<file path="src/rtl/ram_pkg.sv">
// Shared definitions for the RAM arbiter: default widths, client ids,
// FSM state encoding and the post-reset wait length.
package ram_pkg;

    localparam int DEF_ADDR_WIDTH = 4;
    localparam int DEF_DATA_WIDTH = 8;

    // Client ids; also the bit index of each client in grant/request vectors
    localparam logic CLIENT_A = 1'b0;
    localparam logic CLIENT_B = 1'b1;

    typedef enum logic {
        INIT = 1'b0,
        RUN  = 1'b1
    } arb_state_t;

    // The RAM clears one word per cycle after reset; wait for the whole
    // sweep plus two cycles of margin before the first grant.
    function automatic int init_cycles(input int aw);
        return (1 << aw) + 2;
    endfunction

endpackage

</file>
<file path="src/rtl/rr_arb2.sv">
// Two-request round-robin picker. A request is eligible only while its
// mask bit is low, so a request still held during its grant pulse is not
// granted a second time. The pointer names the client that wins a tie and
// always moves to the client that did not win.
module rr_arb2
    import ram_pkg::*;
(
    input  logic       clk,
    input  logic       rst_n,
    input  logic       enable,
    input  logic [1:0] req,
    input  logic [1:0] mask,
    output logic [1:0] grant
);

    logic       ptr;
    logic [1:0] elig;

    // Pick at most one eligible request; the pointer breaks ties
    always_comb begin
        elig  = req & ~mask;
        grant = 2'b00;
        if (enable) begin
            if (elig[0] && elig[1]) begin
                grant = (ptr == CLIENT_B) ? 2'b10 : 2'b01;
            end else begin
                grant = elig;
            end
        end
    end

    // Hand priority to the other client after every grant
    always_ff @(posedge clk or negedge rst_n) begin
        if (!rst_n) begin
            ptr <= CLIENT_A;
        end else if (grant[0]) begin
            ptr <= CLIENT_B;
        end else if (grant[1]) begin
            ptr <= CLIENT_A;
        end
    end

endmodule

</file>
<file path="src/rtl/ram_arbiter.sv">
// Two-client round-robin front end for the synchronous RAM. Waits out the
// RAM's clearing sweep after reset, then issues at most one registered RAM
// operation per cycle and routes read data back with a valid pulse.
//
// Handshake: a client raises REQ with WE/ADDR/WDATA stable and holds them
// until it sees its one-cycle GNT pulse (the cycle the RAM operation is
// presented). REQ has no ready; GNT is the acceptance. For a read, RVALID
// pulses one cycle after GNT, and RDATA is only meaningful in that cycle.
module ram_arbiter
    import ram_pkg::*;
#(
    parameter int G_ADDR_WIDTH  = DEF_ADDR_WIDTH,
    parameter int G_DATA_WIDTH  = DEF_DATA_WIDTH,
    parameter int G_INIT_CYCLES = init_cycles(G_ADDR_WIDTH)
) (
    input  logic                    CLOCK,
    input  logic                    RST_N,
    input  logic                    A_REQ,
    input  logic                    A_WE,
    input  logic [G_ADDR_WIDTH-1:0] A_ADDR,
    input  logic [G_DATA_WIDTH-1:0] A_WDATA,
    output logic                    A_GNT,
    output logic                    A_RVALID,
    output logic [G_DATA_WIDTH-1:0] A_RDATA,
    input  logic                    B_REQ,
    input  logic                    B_WE,
    input  logic [G_ADDR_WIDTH-1:0] B_ADDR,
    input  logic [G_DATA_WIDTH-1:0] B_WDATA,
    output logic                    B_GNT,
    output logic                    B_RVALID,
    output logic [G_DATA_WIDTH-1:0] B_RDATA,
    output logic                    RAM_RD_EN,
    output logic                    RAM_WR_EN,
    output logic [G_ADDR_WIDTH-1:0] RAM_RD_ADDR,
    output logic [G_ADDR_WIDTH-1:0] RAM_WR_ADDR,
    output logic [G_DATA_WIDTH-1:0] RAM_WR_DATA,
    input  logic [G_DATA_WIDTH-1:0] RAM_RD_DATA,
    output logic                    READY,
    output logic                    DBG_STATE
);

    localparam int CW = $clog2(G_INIT_CYCLES + 1);

    arb_state_t              state;
    logic [CW-1:0]           init_cnt;
    logic [1:0]              grant;
    logic                    any_grant;
    logic                    win_id;
    logic                    win_we;
    logic [G_ADDR_WIDTH-1:0] win_addr;
    logic [G_DATA_WIDTH-1:0] win_wdata;
    logic                    tag_valid;
    logic                    tag_id;

    rr_arb2 u_rr_arb2 (
        .clk    (CLOCK),
        .rst_n  (RST_N),
        .enable (state == RUN),
        .req    ({B_REQ, A_REQ}),
        .mask   ({B_GNT, A_GNT}),
        .grant  (grant)
    );

    // Winner's request fields
    assign any_grant = grant[0] | grant[1];
    assign win_id    = grant[1] ? CLIENT_B : CLIENT_A;
    assign win_we    = grant[1] ? B_WE    : A_WE;
    assign win_addr  = grant[1] ? B_ADDR  : A_ADDR;
    assign win_wdata = grant[1] ? B_WDATA : A_WDATA;

    // Read data comes straight from the RAM; RVALID qualifies it
    assign A_RDATA   = RAM_RD_DATA;
    assign B_RDATA   = RAM_RD_DATA;
    assign DBG_STATE = state;

    // Init wait: count out the RAM clearing sweep, then arbitrate forever
    always_ff @(posedge CLOCK or negedge RST_N) begin
        if (!RST_N) begin
            state    <= INIT;
            init_cnt <= '0;
            READY    <= 1'b0;
        end else if (state == INIT) begin
            if (init_cnt == CW'(G_INIT_CYCLES - 1)) begin
                state <= RUN;
                READY <= 1'b1;
            end else begin
                init_cnt <= init_cnt + 1'b1;
            end
        end
    end

    // Issue the granted operation to the RAM and record who owns a read
    always_ff @(posedge CLOCK or negedge RST_N) begin
        if (!RST_N) begin
            A_GNT       <= 1'b0;
            B_GNT       <= 1'b0;
            RAM_RD_EN   <= 1'b0;
            RAM_WR_EN   <= 1'b0;
            RAM_RD_ADDR <= '0;
            RAM_WR_ADDR <= '0;
            RAM_WR_DATA <= '0;
            tag_valid   <= 1'b0;
            tag_id      <= CLIENT_A;
        end else begin
            A_GNT     <= grant[0];
            B_GNT     <= grant[1];
            RAM_WR_EN <= any_grant & win_we;
            RAM_RD_EN <= any_grant & ~win_we;
            tag_valid <= any_grant & ~win_we;
            if (any_grant) begin
                tag_id <= win_id;
            end
            if (any_grant && win_we) begin
                RAM_WR_ADDR <= win_addr;
                RAM_WR_DATA <= win_wdata;
            end
            if (any_grant && !win_we) begin
                RAM_RD_ADDR <= win_addr;
            end
        end
    end

    // Pulse RVALID to the owner of the read the RAM just answered
    always_ff @(posedge CLOCK or negedge RST_N) begin
        if (!RST_N) begin
            A_RVALID <= 1'b0;
            B_RVALID <= 1'b0;
        end else begin
            A_RVALID <= tag_valid & (tag_id == CLIENT_A);
            B_RVALID <= tag_valid & (tag_id == CLIENT_B);
        end
    end

endmodule

</file>
<file path="config.mk">
export PLATFORM = sky130hd
export DESIGN_NAME = ram_arbiter
export DESIGN_NICKNAME = d
export VERILOG_FILES = /design/src/rtl/ram_pkg.sv /design/src/rtl/rr_arb2.sv /design/src/rtl/ram_arbiter.sv
export SDC_FILE = /design/constraint.sdc
export NUM_CORES = 1
export LEC_CHECK = 0
export ABC_AREA = 0
export BUFFER_PORTS_ARGS = -buffer_cell sky130_fd_sc_hd__buf_2
export CAP_MARGIN = 40
export CORE_UTILIZATION = 49
export DETAILED_ROUTE_END_ITERATION = 6
export GPL_TIMING_DRIVEN = 0
export PLACE_DENSITY = 0.92
export SYNTH_ARGS = -nofsm -noshare
export SYNTH_HDL_FRONTEND = slang
export SYNTH_HIERARCHICAL = 1
export SYNTH_SLANG_ARGS = --single-unit
</file>
<file path="constraint.sdc">
create_clock -name CLOCK -period 5 [get_ports CLOCK]
set_input_delay 0.5 -clock CLOCK [delete_from_list [all_inputs] [get_ports CLOCK]]
set_output_delay 0.5 -clock CLOCK [all_outputs]
set_load 0.02 [all_outputs]
</file>
# Word level (Yosys, flattened, before mapping)
# Index checks and enable logic that the tools add are counted.
[classes] addsub=1 n_eq_ne=1 muxes=11 n_bitwise=11 n_reduce_logical=7
[ops] cell="8-bit 2-to-1 mux" n=1
[ops] cell="1-bit 2-to-1 mux" n=6
[ops] cell="2-bit 2-to-1 mux" n=3
[ops] cell="5-bit by 1-bit adder with 5-bit output (second input constant)" n=1
[ops] cell="5-bit == test (second input constant)" n=1
[ops] cell="1-bit AND" n=4
[ops] cell="4-bit 2-to-1 mux" n=1
[ops] cell="1-bit NOT" n=4
[ops] cell="2-bit AND reduction" n=2
[ops] cell="1-bit logical AND" n=3
[ops] cell="2-bit AND" n=1
[ops] cell="2-bit NOT" n=1
[ops] cell="2-bit nonzero test" n=1
[ops] cell="1-bit logical NOT" n=1
[ops] cell="1-bit bitwise OR" n=1
[word_totals] register_bits=31 input_bits=38 out_inout_bits=40

# Logic depth before layout (Yosys ltp)
[logic_depth] depth_word=8 mapped_depth=6 ltp_nobuf=5

# By module
# The synthesis kept the hierarchy.
[modules_own_cells] module="ram_arbiter" n_inst=1 cells_each=103 area_per_inst_um2=1487.7 seq_area_each_um2=750.7
[modules_own_cells] module="rr_arb2" n_inst=1 cells_each=10 area_per_inst_um2=78.8 seq_area_each_um2=25.0

# Least setup slack after synthesis
# No wires, ideal clock.
[synth_path] kind="register to register" from="reg B_GNT" to="reg RAM_WR_DATA[0]" setup_ns=0.125 arrival_time_ns=2.106 slack_ns=2.769 path_stages_with_launch=6 n_path_buf=1 path_cell_list="dfrtp_1 > nand3b_1 > a31oi_1 > clkbuf_8 > mux2_2 > mux2_4"
[synth_between] elab_chain_cells=7 elab_cells_between_ends=9 classes_between="4 x mux; 3 x bitwise; 2 x reduce/logical"
[synth_rtl] item="start, declared" line_no="ram_arbiter.sv:29" text="output logic B_GNT,"
[synth_rtl] item="start signal, assigned" line_no="ram_arbiter.sv:106" text="B_GNT <= grant[1];"
[synth_rtl] item="2-bit NOT (*)" line_no="rr_arb2.sv:21" text="elig = req & ~mask;"
[synth_rtl] item="2-bit AND (*)" line_no="rr_arb2.sv:21"
[synth_rtl] item="1-bit logical AND" line_no="rr_arb2.sv:24" text="if (elig[0] && elig[1]) begin"
[synth_rtl] item="2-bit 2-to-1 mux (*)" line_no="rr_arb2.sv:24"
[synth_rtl] item="2-bit 2-to-1 mux (*)" line_no="rr_arb2.sv:23" text="if (enable) begin"
[synth_rtl] item="net grant[1]" line_no="ram_arbiter.sv:46" text="logic [1:0] grant;"
[synth_rtl] item="1-bit bitwise OR or 1-bit 2-to-1 mux (tied branches)" line_no="ram_arbiter.sv:65, ram_arbiter.sv:67"
[synth_rtl] item="1-bit logical AND" line_no="ram_arbiter.sv:113" text="if (any_grant && win_we) begin"
[synth_rtl] item="end signal, assigned" line_no="ram_arbiter.sv:115" text="RAM_WR_DATA <= win_wdata;"
[synth_rtl] item="end, declared" line_no="ram_arbiter.sv:36" text="output logic [G_DATA_WIDTH-1:0] RAM_WR_DATA,"
# The timed path passes the listed nets; every way through them passes the cells marked *.
# A chain may end at the register's enable or synchronous reset.

# Worst setup path in the final report
[layout_path] from="reg B_GNT" to="reg RAM_WR_DATA[2]"
# Same word-level chain as after synthesis.

==> metrics <==
outcome=completed; pin count of the biggest net entering global routing=32; fraction of layout cells with a size suffix above 1=66.49%; cell area after layout=0.002043 mm²; max cap viols=0; mux contribution to synthesized area=24.04%; crit-path cells=nand3b_1 > a31oi_1 > buf_4 > nor2b_4 > a22oi_4 > buf_12 > mux2_4; antenna cells=0; CP Launch Type=register; top post-synthesis cells by area=dfrtp_1, mux2_2, mux2_4; placed instance area=0.001974 mm²; main combinational cell family by area after synthesis=multiplexers; number of I/O pins=78; DRT iter0 DRCs=38; Die Ht=58.54 µm; Resized cells post-CTS=0; Worst-Margin Slew=0.6664 ns; clk_lat worst skew=0.31 ns; Design Power=862.5 µW; die width=58.54 µm; register bit total from synthesis=31; Post-CTS Setup Inserts=0; Arr. time, crit path=2.13 ns; Starting Density=51.31%; CORE AREA=0.003053 mm²; Min Hold Slack=0.2097 ns; sequential fraction of the synthesis area=49.52%; Crit Path Category=reg2reg; Num CTS Buffers=5; r2r startpoint=B_GNT; fraction of registers with async set/reset=100.0%; leak pwr=1.072 nW; fin crit share=38.46%; Pre-antenna DRT Iters=3; Syn Nets=153; Max-slew headroom=55.57%; die area=0.003427 mm²; final setup fails=0; Clock Skew=0.006740 ns; XOR/XNOR Fraction of Synth Area=1.677%; HP Class=in2async; sequential share of power=41.4%; Crit-path slowest cell=dfrtp_1; Synth Area in Compound Gates=5.671%; Crit path buffers/inverters=2; synth warn=6; Clock Tree Root=clkbuf_4; CP Capture Type=register; Fin Setup TNS=0 ns; Post-synth top cells=dfrtp_1, mux2_2, buf_4; Post-DP HPWL=2250 µm; top cell type by total area after synthesis=dfrtp_1; final wirelength=2824 µm; first-pass GRT wire length=4402 µm; register area=775.7 µm²; Mapped Area=0.001567 mm²; simple-gate portion of the synthesized area=5.272%; area of the multi-input gates=599.3 µm²; routability-driven placement congestion ratio=0.7654; Top delay family on crit path=compound AO/OA/AOI/OAI gates; Switching Fraction=33.96%; fin crit period=1.923 ns; DRC viols=0; Crit Path Max Fanout=10; hold_buf cts=0; vias=1,094; most common cell in the netlist=dfrtp_1; FMAX=0.5200 GHz; Critical Path Start=B_GNT; RSZ-0062 raised after global routing=false; Setup WS post-layout=3.077 ns; ANT nets after route=0; DP Worst Slack=2.951 ns; H-tree levels=2; Yosys top cell area share=49.52%; Slew Viols, Final=0; Syn Inst Count=113; Logic pwr share=39.9%; switching pwr=292.9 µW; GR Util All Layers=18.09%; Peak VDD IR=0.2483 mV; area growth from synthesis to layout=30.43%; clock-pin slew on the worst setup and hold paths=0.09 ns; Core Rows=20; total gr overflow=0; clock sink count=31; vias in the first global route=1,051; Power Density=422.1 mW/mm²; Port Buffer Count=69; DR WL/cell=12.02 µm; Synth Flop Type=dfrtp_1; Bufs on Longest Clock Path=2; CP required=5.21 ns; Final Hold Vio Count=0; area share of fa/ha/maj cells after synthesis=1.597%; Clock power frac=18.7%; Critical Path Max Stage Delay=0.41 ns; vias per cell=4.655; count of cell types in the netlist=26; synthesized area per cell=13.86 µm²; internal power=569.5 µW; Filler cells=245; initial antenna violation count=0; CTS tree=built; nets=230; number of synthesized flops with an enable pin=0
==> cell usage in the layout, fill, tap and decap left out <==
| cell type | instances |
|---|---|
| ha_1 | 2 |
| mux2_4 | 11 |
| mux2i_1 | 2 |
| a31oi_1 | 2 |
| nand3_1 | 1 |
| nand4b_1 | 1 |
| nor2b_4 | 1 |
| o2bb2ai_4 | 1 |
| clkbuf_4 | 5 |
| a21oi_1 | 1 |
| dfrtp_1 | 31 |
| nor2b_1 | 2 |
| o21ba_2 | 1 |
| xor2_1 | 1 |
| and4b_1 | 1 |
| and2_1 | 1 |
| o21ai_0 | 1 |
| a22oi_4 | 1 |
| o31ai_1 | 1 |
| nand3b_1 | 3 |
| inv_1 | 10 |
| nand2_1 | 1 |
| mux2_2 | 17 |
| xnor2_1 | 2 |
| clkbuf_1 | 1 |
| buf_2 | 69 |
| clkbuf_8 | 3 |
| buf_4 | 17 |
| buf_12 | 1 |
==> stage by stage <==
step	std cells	utilization, %
2_1_floorplan	113	-
3_3_place_gp	226	64.43
3_5_place_dp	227	64.67
4_1_cts	235	66.93
5_1_grt	235	66.93
6_report	235	66.93
==> metal layers <==
metal / track usage [%] / share of wire (%) / vias to the layer above
met4: 12.59 / 2.5 / 0
met5: 0 / 0 / -
li1: - / - / 524
met1: 19.97 / 40 / 516
met3: 4.615 / 6.2 / 7
met2: 30.54 / 52 / 47
==> registers in the layout, indices dropped and copies added, names as in the netlist <==
name,cells
tag_id,1
B_GNT,1
READY,1
RAM_WR_DATA,8
A_RVALID,1
tag_valid,1
A_GNT,1
B_RVALID,1
init_cnt,5
u_rr_arb2/ptr,1
DBG_STATE,1
RAM_RD_ADDR,4
RAM_WR_EN,1
RAM_WR_ADDR,4
==> kinds of logic (layout without fill, tap and decap cells) <==
kind of cell	count (synthesis)	after routing
buf+inv	28	106
mux	30	30
flops	31	31
compound gates	8	8
fa+ha+maj	2	2
xor+xnor	3	3
simple gates	11	11
==> power groups by stage <==
stage | Combinational (mW) | Sequential [mW] | Clock (mW)
floorplan | 0.154 | 0.442 | 0
global placement | 0.340 | 0.359 | 0
detailed placement | 0.349 | 0.361 | 0
CTS | 0.350 | 0.357 | 0.165
global route | 0.368 | 0.367 | 0.178
finish | 0.344 | 0.357 | 0.161
==> final cells by class <==
| class | instances | share of cell area [%] |
|---|---|---|
| multi-input cells | 54 | 29.33 |
| plain buffers | 18 | 7.532 |
| inverters | 10 | 1.837 |
| well taps | 44 | 2.694 |
| flip-flops and latches | 31 | 37.97 |
| repair buffers | 70 | 17.27 |
| clock buffers | 8 | 3.368 |
==> path summary, 6_finish.rpt <==
check	endpoint	slack [ns]	depth (start not counted)
setup / recovery	RAM_WR_DATA[2]	3.08	7
hold / removal	RAM_WR_DATA[1]	0.21	1
setup reg to reg	RAM_WR_DATA[2]	3.08	7
hold reg to reg	A_RVALID	0.45	1
max in group asynchronous	tag_id	4.36	1
min in group CLOCK	A_RVALID	0.45	1
Power figures use the tool's default switching activity.
